`src/rtl/cpu_types.sv`:
```
// Shared types for the instruction/data memory arbiter.
package cpu_types;

  typedef enum logic [1:0] {
    ST_IDLE   = 2'd0,
    ST_ACCESS = 2'd1,
    ST_WAIT   = 2'd2,
    ST_DONE   = 2'd3
  } arb_state_t;

  typedef enum logic {
    OWNER_FETCH = 1'b0,
    OWNER_DATA  = 1'b1
  } arb_owner_t;

  localparam logic [3:0] FETCH_BE = 4'b1111;

endpackage

```
`src/rtl/mem_arbiter.sv`:
```
// Arbitrates a fetch port and a data port onto one single-port memory with
// fixed read latency; data has priority, bounded by a starvation limit for fetch.
module mem_arbiter #(
  parameter int MEM_LATENCY  = 1,
  parameter int STARVE_LIMIT = 4
) (
  input  logic        clk,
  input  logic        rst_n,
  input  logic        if_req,
  input  logic [31:0] if_addr,
  output logic [31:0] if_rdata,
  output logic        if_ready,
  input  logic        d_req,
  input  logic        d_we,
  input  logic [31:0] d_addr,
  input  logic [31:0] d_wdata,
  input  logic [3:0]  d_be,
  output logic [31:0] d_rdata,
  output logic        d_ready,
  output logic        mem_en,
  output logic        mem_we,
  output logic [31:0] mem_addr,
  output logic [31:0] mem_wdata,
  output logic [3:0]  mem_be,
  input  logic [31:0] mem_rdata,
  output logic        busy
);
  import cpu_types::*;

  localparam logic [3:0] STARVE_MAX = 4'(STARVE_LIMIT);
  localparam logic [1:0] WAIT_INIT  = 2'(MEM_LATENCY - 1);

  arb_state_t state_r;
  arb_owner_t owner_r;
  logic [3:0] starve_r;
  logic [1:0] wait_r;
  logic       we_r;
  logic       grant_fetch_s;
  logic [3:0] starve_nxt_s;

  // Grant selection and the starvation count that goes with it.
  always_comb begin
    grant_fetch_s = 1'b0;
    starve_nxt_s  = 4'd0;
    if (if_req && (!d_req || (starve_r == STARVE_MAX))) begin
      grant_fetch_s = 1'b1;
      starve_nxt_s  = 4'd0;
    end else if (if_req) begin
      grant_fetch_s = 1'b0;
      starve_nxt_s  = (starve_r == STARVE_MAX) ? starve_r : starve_r + 4'd1;
    end else begin
      grant_fetch_s = 1'b0;
      starve_nxt_s  = 4'd0;
    end
  end

  // FSM, counters, captured request and all registered outputs.
  always_ff @(posedge clk) begin
    if (!rst_n) begin
      state_r   <= ST_IDLE;
      owner_r   <= OWNER_FETCH;
      starve_r  <= 4'd0;
      wait_r    <= 2'd0;
      we_r      <= 1'b0;
      mem_en    <= 1'b0;
      mem_we    <= 1'b0;
      mem_addr  <= 32'd0;
      mem_wdata <= 32'd0;
      mem_be    <= 4'd0;
      if_rdata  <= 32'd0;
      d_rdata   <= 32'd0;
      if_ready  <= 1'b0;
      d_ready   <= 1'b0;
      busy      <= 1'b0;
    end else begin
      mem_en   <= 1'b0;
      mem_we   <= 1'b0;
      if_ready <= 1'b0;
      d_ready  <= 1'b0;
      case (state_r)
        ST_IDLE: begin
          if (if_req || d_req) begin
            state_r  <= ST_ACCESS;
            busy     <= 1'b1;
            starve_r <= starve_nxt_s;
            mem_en   <= 1'b1;
            if (grant_fetch_s) begin
              owner_r   <= OWNER_FETCH;
              we_r      <= 1'b0;
              mem_we    <= 1'b0;
              mem_addr  <= if_addr;
              mem_wdata <= 32'd0;
              mem_be    <= FETCH_BE;
            end else begin
              owner_r   <= OWNER_DATA;
              we_r      <= d_we;
              mem_we    <= d_we;
              mem_addr  <= d_addr;
              mem_wdata <= d_wdata;
              mem_be    <= d_be;
            end
          end else begin
            state_r <= ST_IDLE;
          end
        end
        ST_ACCESS: begin
          wait_r  <= WAIT_INIT;
          state_r <= ST_WAIT;
        end
        ST_WAIT: begin
          if (wait_r == 2'd0) begin
            state_r <= ST_DONE;
            // Writes complete with zero read data.
            if (owner_r == OWNER_FETCH) begin
              if_rdata <= we_r ? 32'd0 : mem_rdata;
              if_ready <= 1'b1;
            end else begin
              d_rdata <= we_r ? 32'd0 : mem_rdata;
              d_ready <= 1'b1;
            end
          end else begin
            wait_r <= wait_r - 2'd1;
          end
        end
        ST_DONE: begin
          state_r <= ST_IDLE;
          busy    <= 1'b0;
        end
        default: begin
          state_r <= ST_IDLE;
          busy    <= 1'b0;
        end
      endcase
    end
  end

endmodule

```
`config.mk`:
```
export PLATFORM = sky130hd
export DESIGN_NAME = mem_arbiter
export DESIGN_NICKNAME = d
export VERILOG_FILES = /design/src/rtl/cpu_types.sv /design/src/rtl/mem_arbiter.sv
export SDC_FILE = /design/constraint.sdc
export NUM_CORES = 1
export LEC_CHECK = 0
export CAP_MARGIN = 25
export CELL_PAD_IN_SITES_DETAIL_PLACEMENT = 0
export CELL_PAD_IN_SITES_GLOBAL_PLACEMENT = 1
export CORE_UTILIZATION = 31
export CTS_BUF_LIST = sky130_fd_sc_hd__clkbuf_8
export DETAILED_ROUTE_END_ITERATION = 10
export MAX_ROUTING_LAYER = met4
export PLACE_DENSITY = 0.82
export SLEW_MARGIN = 20
export SYNTH_ARGS = -nofsm -noshare
export SYNTH_HDL_FRONTEND = slang
export SYNTH_SLANG_ARGS = --single-unit
```
`constraint.sdc`:
```
create_clock -name clk -period 1.8 [get_ports clk]
set_input_delay 0.36 -clock clk [delete_from_list [all_inputs] [get_ports clk]]
set_output_delay 0.36 -clock clk [all_outputs]
set_load 0.02 [all_outputs]
```
# Word level (Yosys, flattened, before mapping)
# Cells that the tools add are included.
dict set report classes {
  addsub 2
  eq_ne 8
  muxes 20
  bitwise_logic 1
  reduce_logical 17
}
# operator n
set ops {}
lappend ops {{$mux 32} 3}
lappend ops {{$mux 4} 4}
lappend ops {{$reduce_and 3->1} 5}
lappend ops {{$mux 1} 8}
lappend ops {{$pmux 2 s4} 1}
lappend ops {{$reduce_and 2->1} 4}
lappend ops {{$ne 2x2->1 const B} 3}
lappend ops {{$add 4x1->4 const B} 1}
lappend ops {{$eq 2x2->1 const B} 2}
lappend ops {{$eq 4x3->1 const B} 1}
lappend ops {{$logic_not 2->1} 2}
lappend ops {{$mux 2} 2}
lappend ops {{$pmux 2 s2} 1}
lappend ops {{$reduce_bool 2->1} 2}
lappend ops {{$ne 3x2->1 const B} 1}
lappend ops {{$eq 2x1->1 const B} 1}
lappend ops {{$logic_or 1x1->1} 2}
lappend ops {{$pmux 1 s2} 1}
lappend ops {{$sub 2x1->2 const B} 1}
lappend ops {{$logic_and 1x1->1} 1}
lappend ops {{$logic_not 1->1} 1}
lappend ops {{$not 1->1} 1}
dict set report totals {
  reg_bits 147
  word_cells 63
}

# Longest topological paths before layout
# Gate-level depths: netlist (run 1).
dict set report depth {
  depth_word 5
  mapped_depth 7
  depth_no_buf 5
}

# Worst setup path after synthesis (run 1)
# OpenSTA, ideal clock, no wires.
dict set report synth_path {
  path_kind {reg-to-reg}
  start {register state_r[0]}
  end {register mem_addr[10]}
  setup_time_ns 0.073
  arrival_time_ns 1.375
  t_required_ns 1.727
  setup_slack_ns 0.352
  stages_incl_launch_ff 8
  path_buffers 2
  period_less_slack_ns 1.448
  path_cell_list {dfxtp_1 -> inv_1 -> ha_1 -> buf_2 -> o21ai_4 -> buf_2 -> a211oi_2 -> nor3_2}
}
dict set report synth_via {
  elab_chain_len 2
}
# element line_no
set synth_lines {}
lappend synth_lines {{from (decl)} mem_arbiter.sv:33} ;# arb_state_t state_r;
lappend synth_lines {{from (signal assigned)} mem_arbiter.sv:60} ;# state_r <= ST_IDLE;
lappend synth_lines {{from (signal assigned)} mem_arbiter.sv:83} ;# state_r <= ST_ACCESS;
lappend synth_lines {{from (signal assigned)} mem_arbiter.sv:103} ;# state_r <= ST_IDLE;
lappend synth_lines {{$logic_not 2->1} mem_arbiter.sv:80} ;# case (state_r)
lappend synth_lines {{$reduce_and 2->1 (no source line)} --}
lappend synth_lines {{to (signal assigned)} mem_arbiter.sv:91} ;# mem_addr <= if_addr;
lappend synth_lines {{to (signal assigned)} mem_arbiter.sv:98} ;# mem_addr <= d_addr;
lappend synth_lines {{to (decl)} mem_arbiter.sv:22} ;# output logic [31:0] mem_addr,
# No other way between the ends.
# A chain may end at the register's enable or synchronous reset.

# Final worst setup path (run 1)
dict set report layout_path {
  start {register d_rdata[27]}
  end {output port d_rdata[27]}
}
# element line_no
set layout_lines {}
lappend layout_lines {{from (decl)} mem_arbiter.sv:18} ;# output logic [31:0] d_rdata,
lappend layout_lines {{from (signal assigned)} mem_arbiter.sv:118} ;# d_rdata <= we_r ? 32'd0 : mem_rdata;
# No word-level cell between the ends.

==> flow_summary.json, run 1 <==
{
  "status": "finished, final reports clean",
  "htreeDepth": 4,
  "place.gp.congestion": 0.783,
  "syn_inst": 740,
  "ir_worst_vdd_mv": 0.536,
  "relSlewSlack_pct": 73.2,
  "first_pass_iters": 5,
  "drv_slew": 0,
  "setup_tns_ns": 0,
  "synth_edf_count": 0,
  "cts_tree": "built",
  "power.total_mw": 9.14,
  "hold_path.class": "input port to register",
  "whs_endpoint": "state_r[0]",
  "final_cells": 1285,
  "critPathKind": "register to output pin",
  "mappedNetlistArea_um2": 6420,
  "synth_nets": 885,
  "slowest_stage": "clkdlybuf4s50_1",
  "fmax_mhz": 574,
  "min_path_cells": 3,
  "wirelength_mm": 20.4,
  "worstMarginPinSlew_ns": 0.402,
  "critPathCaptureType": "output pin",
  "viasPerCell": 4.82,
  "pre_cts_slack_ns": -0.0248,
  "grt_pass1_vias": 6207,
  "antenna_found_initial": 0,
  "grt_pass1_wl_mm": 32.4,
  "fin_ws_ns": 0.0576,
  "place_inst": 1253,
  "die_x_um": 146,
  "leakagePower_nw": 4.95,
  "rrSetupSlack_ns": 0.15,
  "io_pins": 274,
  "grt_setup_unrepaired": "no",
  "clock_skew_ns": 0.0130,
  "start_util_pct": 31.6,
  "critPathMaxFanout": 2,
  "critPathBufInv": 1,
  "synth-seq-area-share_pct": 45.8,
  "power.density_nw_per_um2": 907,
  "die_height_um": 146,
  "max_cap_viol_count": 0,
  "gr-total-overflow": 0,
  "async_flop_share_pct": 0,
  "cts_buffer_depth": 2,
  "clkSinkCount": 147,
  "wl_per_cell_um": 15.8,
  "period_needed_ns": 1.74,
  "grt_max_degree": 40,
  "cts.hold.buffers_added": 0,
  "crit_family": "buffers and inverters",
  "first_iter_violations": 231,
  "synthToLayoutAreaGrowth_pct": 56.8,
  "hpwl_mm": 13.9,
  "placementRows": 52,
  "period_share_pct": 96.8,
  "ys_warn_count": 0,
  "rr_endpoint": "mem_addr[19]",
  "fillers": 1985,
  "setup_viol": 0,
  "fin_util_pct": 49.6,
  "diodes": 0,
  "cp-start-kind": "register",
  "ys_types": 39,
  "num-nets-final": 1147,
  "r2r-start": "state_r[0]",
  "vias": 6199,
  "core_um2": 20300,
  "drt_drc_violations_left": 0,
  "clk_latency_ns": 0.46,
  "syn_area_per_cell_um2": 8.68,
  "synth.ff_latch_count": 147,
  "cp.arrival_ns": 1.38,
  "grt_usage_pct": 19.7,
  "cp_slowest_stage_delay_ns": 0.60,
  "r2r_cells": 7,
  "cts-buffers-inserted": 17,
  "yosys_most_used_dff": "dfxtp_1",
  "drive_gt1_share_pct": 13.7,
  "die_area_um2": 21300,
  "worstPathRequired_ns": 1.44,
  "min_from": "rst_n",
  "crit_chain": "clkdlybuf4s50_1",
  "cts_root_buf": "clkbuf_8",
  "final_hold_viol_count": 0,
  "clk_pin_slew_ns": 0.09,
  "io_buffer_count": 273,
  "antenna_left": 0
}
[state kept, by name, indices dropped and copies added (netlist names)]
signal     count
d_rdata       32
if_rdata      32
mem_addr      32
mem_wdata     32
mem_be         4
starve_r       4
state_r        2
wait_r         2
busy           1
d_ready        1
if_ready       1
mem_en         1
mem_we         1
owner_r        1
we_r           1
[through the flow]
stage	area (um2)	hold slack, ns
6_report	10100	0.370
3_5_place_dp	9620	0.447
2_1_floorplan	6420	0.462
5_1_grt	10100	0.359
3_3_place_gp	9620	0.442
4_1_cts	9930	0.347
[Yosys cell counts (2+ instances only)]
| cell | instances | area, um2 |
|---|---|---|
| dfxtp_1 | 147 | 2940 |
| a31oi_1 | 2 | 12.5 |
| nand4_1 | 3 | 18.8 |
| or2_2 | 2 | 12.5 |
| and3_1 | 2 | 12.5 |
| a211oi_2 | 28 | 350 |
| a211oi_1 | 4 | 30.0 |
| nor2b_1 | 32 | 200 |
| buf_2 | 17 | 85.1 |
| a21oi_1 | 70 | 350 |
| nand3_1 | 38 | 190 |
| o21ai_0 | 58 | 290 |
| nand3b_1 | 2 | 15.0 |
| clkbuf_4 | 2 | 15.0 |
| nor3_2 | 28 | 280 |
| inv_1 | 8 | 30.0 |
| buf_4 | 2 | 15.0 |
| nor2_1 | 5 | 18.8 |
| buf_6 | 8 | 90.1 |
| clkbuf_1 | 38 | 143 |
| buf_1 | 3 | 11.3 |
| o21ai_1 | 10 | 50.1 |
| nor3_1 | 4 | 20.0 |
| nand2b_1 | 2 | 12.5 |
| nand2_1 | 168 | 631 |
| and4b_1 | 34 | 340 |
| ha_1 | 8 | 100 |
| o221a_2 | 4 | 45.0 |
[cell families (layout without fill, tap and decap cells)]
logic type                 count (synthesis)  after routing  synth area share, %
DFF                                      147            147                 45.8
and+or+nand+nor                          326            326                 28.2
adders and majority gates                  8              8                 1.56
AOI/OAI and AO/OA                        180            180                 18.2
buffers and inverters                     78            353                 6.06
muxes                                      1              1                0.156
[what timing repair did]
item / 4_1_cts / 5_1_grt
endpoints found under the setup margin: 76 / 57
gates resized for setup: 76 / 57
setup buffers: 0 / 0
pin swaps: 0 / 0
[power breakdown]
group	total [mW]	internal, mW	switching, mW
Clock	2.65	1.17	1.48
Sequential	3.76	3.59	0.168
Combinational	2.73	1.21	1.52
Total	9.14	5.96	3.18
[layout make-up]
cell class / instances / area, um2 / area share (%)
inverters: 8 / 30.0 / 0.298
clock inverters: 15 / 165 / 1.64
repair buffers: 313 / 3260 / 32.4
well taps: 270 / 338 / 3.35
clock buffers: 17 / 234 / 2.32
flip-flops and latches: 147 / 2940 / 29.2
multi-input cells: 515 / 3100 / 30.8
[cells in the final DEF, fill, tap and decap left out, types with 17 or more instances in the layout]
cell type,synthesis,layout
and4b_1,34,34
clkbuf_8,0,17
nor2b_1,32,32
o21ai_0,58,58
dfxtp_1,147,147
dlygate4sd2_1,0,76
nor3_2,28,28
buf_4,2,25
nand3_1,38,38
a21oi_1,70,70
nand2_1,168,168
a211oi_2,28,28
dlymetal6s2s_1,0,57
clkdlybuf4s50_1,0,139
[worst max-delay path by stage]
stage                        startpoint       endpoint  slack [ns]  cells past startpoint
after global placement           if_req   mem_addr[30]      -0.007                      6
after floorplan              state_r[0]   mem_addr[10]        0.35                      7
after global routing        d_rdata[27]    d_rdata[27]      0.0001                      1
final                       d_rdata[27]    d_rdata[27]        0.06                      1
after detailed placement         if_req   mem_addr[19]       -0.02                      7
after CTS                 mem_wdata[27]  mem_wdata[27]      0.0002                      1
[worst reg2reg max path: stages, from the launching register on]
cell and delay, ns:
dfxtp_1 0.35, inv_1 0.10, ha_1 0.36, o21ai_4 0.13, buf_12 0.18, buf_12 0.14, a211oi_2 0.22, nor3_2 0.07
[metal layers]
metal	GRT usage [%]	routed length [um]	vias to the layer above
met4	5.42	321	0
met5	-	0	-
li1	-	-	3091
met3	7.34	1650	24
met2	30.9	9390	210
met1	23.6	8990	2874
Power figures use the tool's default switching activity.
==> inputs of run 2 (changes only) <==
- CORE_MARGIN: not set -> 10
==> flow_summary.json, run 2 (synthesis gave the netlist of run 1 again) <==
{
  "num-nets-final": 1139,
  "cp_slowest_stage_delay_ns": 0.60,
  "final_cell_mix": "168 x nand2_1, 147 x dfxtp_1, 146 x clkdlybuf4s50_1",
  "die_area_um2": 26900,
  "cts_root_buf": "clkbuf_8",
  "viasPerCell": 4.74,
  "cp.arrival_ns": 1.38,
  "cts.hold.buffers_added": 0,
  "clock_skew_ns": 0.0198,
  "crit_family": "buffers and inverters",
  "drv_slew": 0,
  "crit_chain": "clkdlybuf4s50_1",
  "grt_usage_pct": 16.7,
  "clk_latency_ns": 0.45,
  "clkSinkCount": 147,
  "layout_commonest_cell": "nand2_1",
  "cts_resized": 98,
  "io_pins": 274,
  "wirelength_mm": 22.6,
  "relSlewSlack_pct": 73.7,
  "hpwl_mm": 16.2,
  "ir_worst_vdd_mv": 0.397,
  "rrSetupSlack_ns": 0.21,
  "power.density_nw_per_um2": 913,
  "fin_util_pct": 48.7,
  "fmax_mhz": 576,
  "place.gp.congestion": 0.794,
  "cts_buffer_depth": 2,
  "place_inst": 1245,
  "antenna_found_initial": 1,
  "critPathCaptureType": "output pin",
  "slowest_stage": "clkdlybuf4s50_1",
  "max_cap_viol_count": 0,
  "wl_per_cell_um": 17.7,
  "critPathMaxFanout": 2,
  "critPathBufInv": 1,
  "io_buffer_count": 273,
  "grt_max_degree": 74,
  "grt_pass1_wl_mm": 34.5,
  "final_cells": 1278,
  "setup_viol": 0,
  "status": "finished, final reports clean",
  "hold_path.class": "input port to register",
  "start_util_pct": 31.6,
  "fillers": 2030,
  "clk_pin_slew_ns": 0.09,
  "grt_setup_unrepaired": "no",
  "cts-buffers-inserted": 17,
  "htreeDepth": 4,
  "synthToLayoutAreaGrowth_pct": 54.0,
  "gr-total-overflow": 0,
  "period_share_pct": 96.5,
  "first_pass_iters": 5,
  "final_hold_viol_count": 0,
  "cts_setup_buffers": 0,
  "cp-start-kind": "register",
  "drive_gt1_share_pct": 13.0,
  "placementRows": 52,
  "grt_pass1_vias": 6276,
  "vias": 6054,
  "period_needed_ns": 1.74,
  "worstMarginPinSlew_ns": 0.394,
  "leakagePower_nw": 4.50,
  "die_x_um": 164,
  "worstPathRequired_ns": 1.44,
  "first_iter_violations": 274,
  "critPathKind": "register to output pin",
  "drt_drc_violations_left": 0,
  "core_um2": 20300,
  "cts_tree": "built",
  "die_height_um": 164,
  "antenna_left": 0,
  "multi_input_area_um2": 3100,
  "hold_ws_ns": 0.264,
  "register_area_um2": 2940
}
run 2: where the power goes:
part           total (mW)  internal [mW]  leakage (nW)  switching, mW
logic                2.70           1.16          3.10           1.54
registers            3.76           3.59          1.20          0.168
clock network        2.58           1.14         0.196           1.44
run 2: stage by stage:
stage	setup WS [ns]	area, um2	TNS, ns	power, mW
after floorplan	0.352	6420	0	5.24
after global placement	-0.0386	9550	-0.666	6.73
after detailed placement	-0.0896	9550	-2.40	6.74
after CTS	0.000323	9810	0	9.17
after global routing	0.0000526	9890	0	9.52
final	0.0625	9890	0	9.03
run 2: final cells by class:
class / count / share of cell area [%]
clock inverter: 15 / 1.53
tap: 270 / 3.42
clock buffer: 17 / 2.37
antenna: 1 / 0.0253
multi-input combinational: 515 / 31.4
inverter: 8 / 0.304
timing repair buffer: 305 / 31.2
sequential: 147 / 29.8
run 2: path summary, 6_finish.rpt:
kind                                   from           to  cells past startpoint
worst max-delay path            d_rdata[29]  d_rdata[29]                      1
worst max register to register  starve_r[0]    mem_be[1]                      6
worst min-delay path                  rst_n   state_r[1]                      3
worst min register to register  if_rdata[0]  if_rdata[0]                      2
run 2: metal layers:
metal / wire (um) / track usage (%) / part of all wire [%] / vias up
met5: 0 / - / 0 / -
met1: 9800 / 19.6 / 43 / 2733
met4: 408 / 6.13 / 1.8 / 0
li1: - / - / - / 3071
met2: 10000 / 24.6 / 44 / 229
met3: 2350 / 7.61 / 10 / 21
